--- src/rtl/flappy_game_ctrl.sv ---
// Game sequencer for the Flappy-VGA flight physics engine: frame tick, engine
// Start/Stop/Ack handshake, per-frame jump requests, death detection and scoring.
module flappy_game_ctrl #(
   parameter int TICK_DIV    = 833333,
   parameter int TICK_W      = 20,
   parameter int FLOOR_Y     = 0,
   parameter int CEIL_Y      = 470,
   parameter int DEATH_TICKS = 30
) (
   input  logic              Clk,
   input  logic              reset,
   input  logic              BtnIn,
   input  logic              Collide,
   input  logic              PipePassed,
   input  logic signed [9:0] Bird_Y,
   input  logic              q_Initial,
   input  logic              q_Flight,
   input  logic              q_Stop,
   output logic              PhysTick,
   output logic              Start,
   output logic              Stop,
   output logic              Ack,
   output logic              BtnPress,
   output logic [7:0]        Score,
   output logic [7:0]        Best,
   output logic              q_Idle,
   output logic              q_Play,
   output logic              q_Dying,
   output logic              q_Over
);

   typedef enum logic [3:0] {
      S_IDLE  = 4'b0001,
      S_PLAY  = 4'b0010,
      S_DYING = 4'b0100,
      S_OVER  = 4'b1000
   } state_t;

   localparam logic signed [9:0] FLOOR_S    = 10'(FLOOR_Y);
   localparam logic signed [9:0] CEIL_S     = 10'(CEIL_Y);
   localparam logic [7:0]        DEATH_INIT = 8'(DEATH_TICKS);
   localparam logic [TICK_W-1:0] DIV_LAST   = TICK_W'(TICK_DIV - 1);

   state_t            state, state_d;
   logic [TICK_W-1:0] div_cnt;
   logic              tick_now;
   logic              btn_q;
   logic              press;
   logic              dead;
   logic              pending, pending_d;
   logic [7:0]        death_cnt, death_cnt_d;
   logic [7:0]        score_d, best_d;
   logic              start_d, ack_d, btn_press_d;

   // The engine's stop flag is not needed to sequence the game.
   logic unused_q_stop;
   assign unused_q_stop = q_Stop;

   assign tick_now = (div_cnt == DIV_LAST);
   assign press    = BtnIn & ~btn_q;
   // Bird_Y is signed, so a negative height falls through the floor test.
   assign dead     = q_Flight & (Collide | (Bird_Y <= FLOOR_S) | (Bird_Y >= CEIL_S));

   always_ff @(posedge Clk) begin
      if (reset) state <= S_IDLE;
      else       state <= state_d;
   end

   always_comb begin
      // NOTE: every signal gets a default before the case so no path leaves one unassigned (no latches).
      state_d     = state;
      pending_d   = pending;
      death_cnt_d = death_cnt;
      score_d     = Score;
      best_d      = Best;
      start_d     = 1'b0;
      ack_d       = 1'b0;
      btn_press_d = 1'b0;
      case (state)
         S_IDLE: begin
            if (press && q_Initial) begin
               start_d   = 1'b1;
               score_d   = 8'd0;
               pending_d = 1'b0;
               state_d   = S_PLAY;
            end
         end
         S_PLAY: begin
            if (PipePassed && (Score != 8'hFF)) score_d = Score + 8'd1;
            if (dead) begin
               state_d     = S_DYING;
               death_cnt_d = DEATH_INIT;
               pending_d   = 1'b0;
            end else if (tick_now && (pending || press)) begin
               btn_press_d = 1'b1;
               pending_d   = 1'b0;
            end else if (press) begin
               pending_d = 1'b1;
            end
         end
         S_DYING: begin
            if (tick_now) begin
               death_cnt_d = death_cnt - 8'd1;
               if (death_cnt <= 8'd1) begin
                  state_d = S_OVER;
                  if (Score > Best) best_d = Score;
               end
            end
         end
         S_OVER: begin
            if (press) begin
               ack_d   = 1'b1;
               state_d = S_IDLE;
            end
         end
         default: begin
            state_d   = S_IDLE;
            pending_d = 1'b0;
         end
      endcase
   end

   // NOTE: sequential state uses non-blocking assignments so all registers update from pre-edge values.
   always_ff @(posedge Clk) begin
      if (reset) begin
         div_cnt   <= '0;
         PhysTick  <= 1'b0;
         btn_q     <= 1'b0;
         pending   <= 1'b0;
         death_cnt <= 8'd0;
         Score     <= 8'd0;
         Best      <= 8'd0;
         Start     <= 1'b0;
         Ack       <= 1'b0;
         BtnPress  <= 1'b0;
         Stop      <= 1'b0;
      end else begin
         div_cnt   <= tick_now ? '0 : div_cnt + 1'b1;
         PhysTick  <= tick_now;
         btn_q     <= BtnIn;
         pending   <= pending_d;
         death_cnt <= death_cnt_d;
         Score     <= score_d;
         Best      <= best_d;
         Start     <= start_d;
         Ack       <= ack_d;
         BtnPress  <= btn_press_d;
         Stop      <= (state_d == S_DYING);
      end
   end

   assign q_Idle  = state[0];
   assign q_Play  = state[1];
   assign q_Dying = state[2];
   assign q_Over  = state[3];

endmodule

--- config.mk ---
export PLATFORM = sky130hd
export DESIGN_NAME = flappy_game_ctrl
export DESIGN_NICKNAME = d
export VERILOG_FILES = /design/src/rtl/flappy_game_ctrl.sv
export SDC_FILE = /design/constraint.sdc
export NUM_CORES = 1
export LEC_CHECK = 0
export BUFFER_PORTS_ARGS = -buffer_cell sky130_fd_sc_hd__buf_2
export CAP_MARGIN = 20
export CORE_MARGIN = 1.5
export CORE_UTILIZATION = 35
export CTS_CLUSTER_DIAMETER = 30
export DETAILED_ROUTE_END_ITERATION = 16
export PLACE_DENSITY = 0.64
export SKIP_LAST_GASP = 1
export SLEW_MARGIN = 20
export SYNTH_ARGS = -nofsm -noshare
export SYNTH_HDL_FRONTEND = slang
export SYNTH_SLANG_ARGS = --single-unit
export TNS_END_PERCENT = 50
--- constraint.sdc ---
create_clock -name Clk -period 3.35 [get_ports Clk]
set_input_delay 0.335 -clock Clk [delete_from_list [all_inputs] [get_ports Clk]]
set_output_delay 0.335 -clock Clk [all_outputs]
set_load 0.03 [all_outputs]
==> results by group, run 1 <==
Yosys
  • Post-Synth Adder-Cell Area: 0.0570
  • Synth Area in XOR/XNOR: 0.0921
  • Synthesized area: 2850 um^2
  • Largest family of logic cells by synthesized area: simple AND/OR/NAND/NOR gates
  • Asr flop ratio synth: 0
  • Library cells used by synthesis: 48
  • Post-Syn Nets: 359
  • Yosys reg bits: 55
  • Mux contribution to synthesized area: 0.0320
  • Post-synth EDFFs: 0
  • Yosys warns: 0
  • Synth Area in Simple Gates: 0.292
  • Post-synthesis compound-gate area fraction: 0.100
  • Prevailing post-synth register cell: dfxtp_1
  • Sequential-to-total area share from yosys stat: 0.386
  • Syn Inst Count: 328
  • Post-Syn Area per Cell: 8.70 um^2

Timing
  • Final Critical Period: 3040 ps
  • Measured slew at the worst slew-check pin: 729 ps
  • Final Setup Violations: 0
  • Clk_skew: 14.7 ps
  • Maximum clock rate: 329 MHz
  • RSZ-0062 raised after global routing: false
  • Setup TNS: 0 ps
  • Slew Viols, Final: 0
  • Endpoints failing hold: 0
  • Slew HR: 0.514
  • Fin crit share: 0.907

CTS
  • Clk slew on worst S/H paths: 110 ps
  • Clk_lat worst skew: 320 ps
  • CTS tree: built
  • Post-CTS sizing: 0
  • Post-CTS setup buffer count: 0
  • Root Buffer: clkbuf_8
  • Post-CTS Hold Buffers: 0
  • Longest Clk Path Bufs: 2
  • Sink Count: 55
  • TritonCTS Buffers: 5
  • Htree depth: 2

Min path
  • Worst Hold Class: in2reg

Global route
  • Total GRT Usage: 0.138
  • Number of global-route vias before repair: 2165
  • Largest net degree at the start of global routing: 34
  • Wire length of the first global-routing pass: 9670 um
  • GR Overflow Total: 0
  • Initial antenna violation count: 0

Run
  • MaxCap Viol Count: 0

Critical path
  • Most frequent CP cell: or4_4
  • Worst EP arrival: 3290 ps
  • WP data required: 3600 ps
  • Slowest stage cell, crit path: or4b_1
  • CP Launch Type: flop
  • Worst Setup End Kind: flop
  • Worst-path fanout max: 9
  • Cells along the critical path: or4b_1, or4_4, or4_4, a2111oi_4, buf_4, mux2i_1
  • Max incr delay on CP: 580 ps
  • Critical setup path kind: reg2reg

Final layout
  • Final nets: 400
  • FF/Latch Area: 1100 um^2
  • Multi-input logic area: 1640 um^2
  • Layout area overhead: 14.6%
  • Share of cells above drive strength 1: 0.168
  • Most common cell after layout, fill and taps aside: dfxtp_1
  • Filler cells: 795
  • # diodes: 0
  • Most frequent cells in the layout: dfxtp_1, nor2_1, buf_2

Floorplan
  • Initial core utilization: 0.366
  • Die Ht: 93.3 um
  • Top-level port count: 43
  • Row count: 32
  • Die W: 93.3 um
  • Core ar.: 7810 um^2
  • Die area: 8700 um^2

Power
  • PwrDens: 370 nW/um^2
  • Peak supply drop: 0.161 mV
  • Leakage power: 1.22 nW
  • Tot Pwr: 1.21 mW

Routing
  • First-pass DRT Iterations: 4
  • DRT iter0 DRCs: 54
  • Vias post-DR: 2348
  • Post-Route M1 WL: 2790 um
  • Drt wl/cell: 11.9 um
  • Vias per cell: 4.97
  • Met2 WL post-DR: 2550 um
  • Post-route ant nets: 0
  • Detail Route met3 WL: 235 um
  • Drt total wl: 5630 um
  • Highest Signal Layer: met4
  • Drt drc: 0

Run status
  • Status: finished, final reports clean

Place
  • Port Buffers: 41
  • DP HPWL: 4160 um
  • GP Congestion: 0.768
-- flip-flops by register name (all words and copies together), names as in the netlist --
register	cells
state	4
BtnPress	1
Score	8
PhysTick	1
Ack	1
Start	1
Stop	1
pending	1
div_cnt	20
death_cnt	8
Best	8
btn_q	1
-- cells in the mapped netlist (all sizes together) (2+ instances only) --
cell type	number	area [um^2]
nand2	14	52.6
o21ai	4	20.0
inv	19	71.3
nor4	6	37.5
nor3b	2	15.0
clkbuf	6	22.5
nand3	16	80.1
or4b	4	40.0
buf	3	23.8
xnor2	26	228
xor2	4	35.0
nand3b	2	15.0
or3	3	18.8
and3	3	18.8
mux2i	8	80.1
nor4b	4	35.0
a21o	3	22.5
nor4bb	2	20.0
o211ai	3	22.5
nor2b	4	25.0
o21ba	2	20.0
and3b	2	17.5
dfxtp	55	1100
ha	13	163
nand2b	20	125
nand4	9	56.3
or4	4	37.5
nor3	8	40.0
nor2	45	169
a211oi	5	37.5
a21oi	17	85.1
-- worst paths after layout --
kind              startpoint  slack (ps)  cells past startpoint         end
setup / recovery    state[2]         310                      6     Best[5]
hold / removal         BtnIn         280                      2       btn_q
setup reg to reg    state[2]         310                      6     Best[5]
hold reg to reg   div_cnt[0]         490                      1  div_cnt[0]
-- metrics by stage --
step / instances / util / hold WS, ps / area [um^2] / worst slack (ps)
6_report: 472 / 0.419 / 279 / 3270 / 310
5_1_grt: 472 / 0.419 / 293 / 3270 / 171
2_1_floorplan: 328 / - / 442 / 2850 / 271
4_1_cts: 472 / 0.419 / 269 / 3270 / 304
3_3_place_gp: 464 / 0.404 / 462 / 3160 / 380
3_5_place_dp: 464 / 0.404 / 473 / 3160 / 318
-- layout make-up --
type / count / share of cell area
tap: 102 / 0.0390
sequential: 55 / 0.337
multi-input combinational: 245 / 0.500
clock inverter: 3 / 0.0145
inverter: 19 / 0.0218
timing repair buffer: 43 / 0.0673
clock buffer: 5 / 0.0210
-- kinds of logic after synthesis --
group	after synthesis
AO/OA/AOI/OAI	41
buffers and inverters	28
XOR/XNOR	30
adder cells (fa/ha/maj)	13
multiplexers	9
AND/OR/NAND/NOR	152
flip-flops	55
-- routing by layer --
metal,vias up,GRT usage
li1,1225,-
met1,1079,0.186
met2,40,0.217
met3,4,0.0252
met4,0,0.0518
met5,-,0
-- worst max-delay path: cells and delay by family, from the launching register on --
family          cells  cell delay, ps
compound gates      1             490
simple gates        3            1570
flops               1             480
mux                 1             200
buf+inv             1             250
-- power by group --
group / total (mW) / internal (mW) / leakage (nW) / switching (mW)
logic: 0.0772 / 0.0328 / 0.717 / 0.0444
registers: 0.672 / 0.662 / 0.444 / 0.0101
clock network: 0.461 / 0.227 / 0.0587 / 0.234
total: 1.21 / 0.922 / 1.22 / 0.288
Note: power is estimated with default switching activity, not from simulation.
==> run 2: changes to the inputs <==
--- a/config.mk
+++ b/config.mk
@@ -8,10 +8,10 @@
 export BUFFER_PORTS_ARGS = -buffer_cell sky130_fd_sc_hd__buf_2
 export CAP_MARGIN = 20
 export CORE_MARGIN = 1.5
-export CORE_UTILIZATION = 35
+export CORE_UTILIZATION = 57
 export CTS_CLUSTER_DIAMETER = 30
 export DETAILED_ROUTE_END_ITERATION = 16
-export PLACE_DENSITY = 0.64
+export PLACE_DENSITY = 0.91
 export SKIP_LAST_GASP = 1
 export SLEW_MARGIN = 20
 export SYNTH_ARGS = -nofsm -noshare
==> results by group, run 2 (synthesized netlist as in run 1, its figures left out) <==
Run status
  • Status: finished, final reports clean

Critical path
  • CP top delay family: simple AND/OR/NAND/NOR gates
  • Worst Setup End Kind: flop
  • Critical setup path kind: reg2reg
  • Max incr delay on CP: 590 ps (about the same)
  • Bufs and invs on worst path: 1 (unchanged)
  • Worst-path fanout max: 9 (unchanged)
  • Most frequent CP cell: or4_4
  • Cells along the critical path: or4b_1, or4_4, or4_4, a2111oi_4, buf_4, mux2i_1
  • CP Launch Type: flop
  • WP data required: 3580 ps (-20 ps)
  • Worst EP arrival: 3150 ps (-140 ps)
  • Slowest stage cell, crit path: or4b_1

Floorplan
  • Die area: 5440 um^2 (-38%)
  • Die W: 73.8 um (-21%)
  • Top-level port count: 43 (unchanged)
  • Die Ht: 73.8 um (-21%)
  • Row count: 25 (-22%)
  • Core ar.: 4790 um^2 (-39%)
  • Initial core utilization: 0.596 (+0.231)

Place
  • DP HPWL: 4100 um (-1.3%)
  • GP Congestion: 0.837 (+9.1%)
  • Port Buffers: 41 (unchanged)

Global route
  • Largest net degree at the start of global routing: 34 (unchanged)
  • GR Overflow Total: 0 (unchanged)
  • Wire length of the first global-routing pass: 9520 um (-1.5%)
  • Initial antenna violation count: 0 (unchanged)
  • Total GRT Usage: 0.222 (+0.0845)
  • Number of global-route vias before repair: 2227 (+2.9%)

Final layout
  • Most frequent cells in the layout: dfxtp_1, nor2_1, buf_2
  • Share of cells above drive strength 1: 0.168 (unchanged)
  • # diodes: 0 (unchanged)
  • Most common cell after layout, fill and taps aside: dfxtp_1
  • Final nets: 400 (unchanged)
  • Max reg flops: 20 (unchanged)
  • Layout area overhead: 13.2%
  • Reg with most FFs: div_cnt

Timing
  • Slew HR: 0.533 (+0.0192)
  • Fin crit share: 0.872 (-0.0352)
  • Setup TNS: 0 ps (unchanged)
  • RSZ-0062 raised after global routing: false
  • Clk_skew: 7.97 ps (-6.73 ps)
  • Final Setup Violations: 0 (unchanged)
  • Slew Viols, Final: 0 (unchanged)
  • Maximum clock rate: 342 MHz (+4.0%)
  • Measured slew at the worst slew-check pin: 701 ps (-28.8 ps)
  • Final Critical Period: 2920 ps (-118 ps)
  • Endpoints failing hold: 0 (unchanged)

CTS
  • TritonCTS Buffers: 5 (unchanged)
  • CTS tree: built
  • Longest Clk Path Bufs: 2 (unchanged)
  • Post-CTS sizing: 0 (unchanged)
  • Root Buffer: clkbuf_8
  • Clk_lat worst skew: 310 ps (about the same)
  • Post-CTS setup buffer count: 0 (unchanged)
  • Post-CTS Hold Buffers: 0 (unchanged)
  • Clk slew on worst S/H paths: 90 ps (-20 ps)
  • Sink Count: 55 (unchanged)
  • Htree depth: 2 (unchanged)

Min path
  • Worst Hold Class: in2reg

Routing
  • Vias post-DR: 2458 (+4.7%)
  • Post-route ant nets: 0 (unchanged)
  • Drt wl/cell: 12.8 um (+7.3%)
  • DRT iter0 DRCs: 133 (+150%)
  • Vias per cell: 5.62 (+13%)
  • First-pass DRT Iterations: 4 (unchanged)
  • Drt drc: 0 (unchanged)
  • Drt total wl: 5600 um (-0.69%)

Power
  • Peak supply drop: 0.250 mV (+55%)
  • Tot Pwr: 1.20 mW (-1.2%)
  • Leakage power: 1.22 nW (+0.20%)
  • PwrDens: 370 nW/um^2 (about the same)

Run
  • MaxCap Viol Count: 0 (unchanged)
==> run 2: cell count changes in the layout (fill, tap and decap cells not counted) <==
cell,delta
clkbuf_8,+1
clkinv_2,+1
clkinv_4,-1
inv_6,-1
==> run 2: final cells by class <==
type                    instances  area [um^2]
clock buffers                   6         82.6
multi-input cells             245         1640
clock inverters                 2         35.0
fillers                       378         1560
repair buffers                 43          220
inverters                      19         71.3
well taps                      67         83.8
flip-flops and latches         55         1100
==> run 2: worst paths after layout <==
path / start / endpoint / slack (ps) / cells after the start
max: state[2] / Best[4] / 430 / 6
min: BtnIn / btn_q / 280 / 2
max reg2reg: state[2] / Best[4] / 430 / 6
min reg2reg: Best[5] / Best[5] / 490 / 2
==> run 2: power breakdown <==
group	total, mW	internal, mW	switching (mW)
sequential	0.672	0.661	0.0104
combinational	0.0773	0.0330	0.0443
clock	0.446	0.242	0.204
==> run 2: metal layers <==
metal / vias up / track usage / share of wire
li1: 1229 / - / -
met1: 1136 / 0.282 / 0.46
met2: 88 / 0.371 / 0.47
met3: 5 / 0.0439 / 0.060
met4: 0 / 0.0844 / 0.011
met5: - / 0 / 0
==> run 2: stage by stage <==
stage | util | area [um^2] | worst slack, ps | hold WS, ps | cells
3_5_place_dp | 0.650 | 3110 | 485 | 472 | 429
6_report | 0.675 | 3230 | 428 | 276 | 437
5_1_grt | 0.675 | 3230 | 328 | 275 | 437
2_1_floorplan | - | 2850 | 271 | 442 | 328
4_1_cts | 0.675 | 3230 | 473 | 270 | 437
3_3_place_gp | 0.650 | 3110 | 599 | 458 | 429
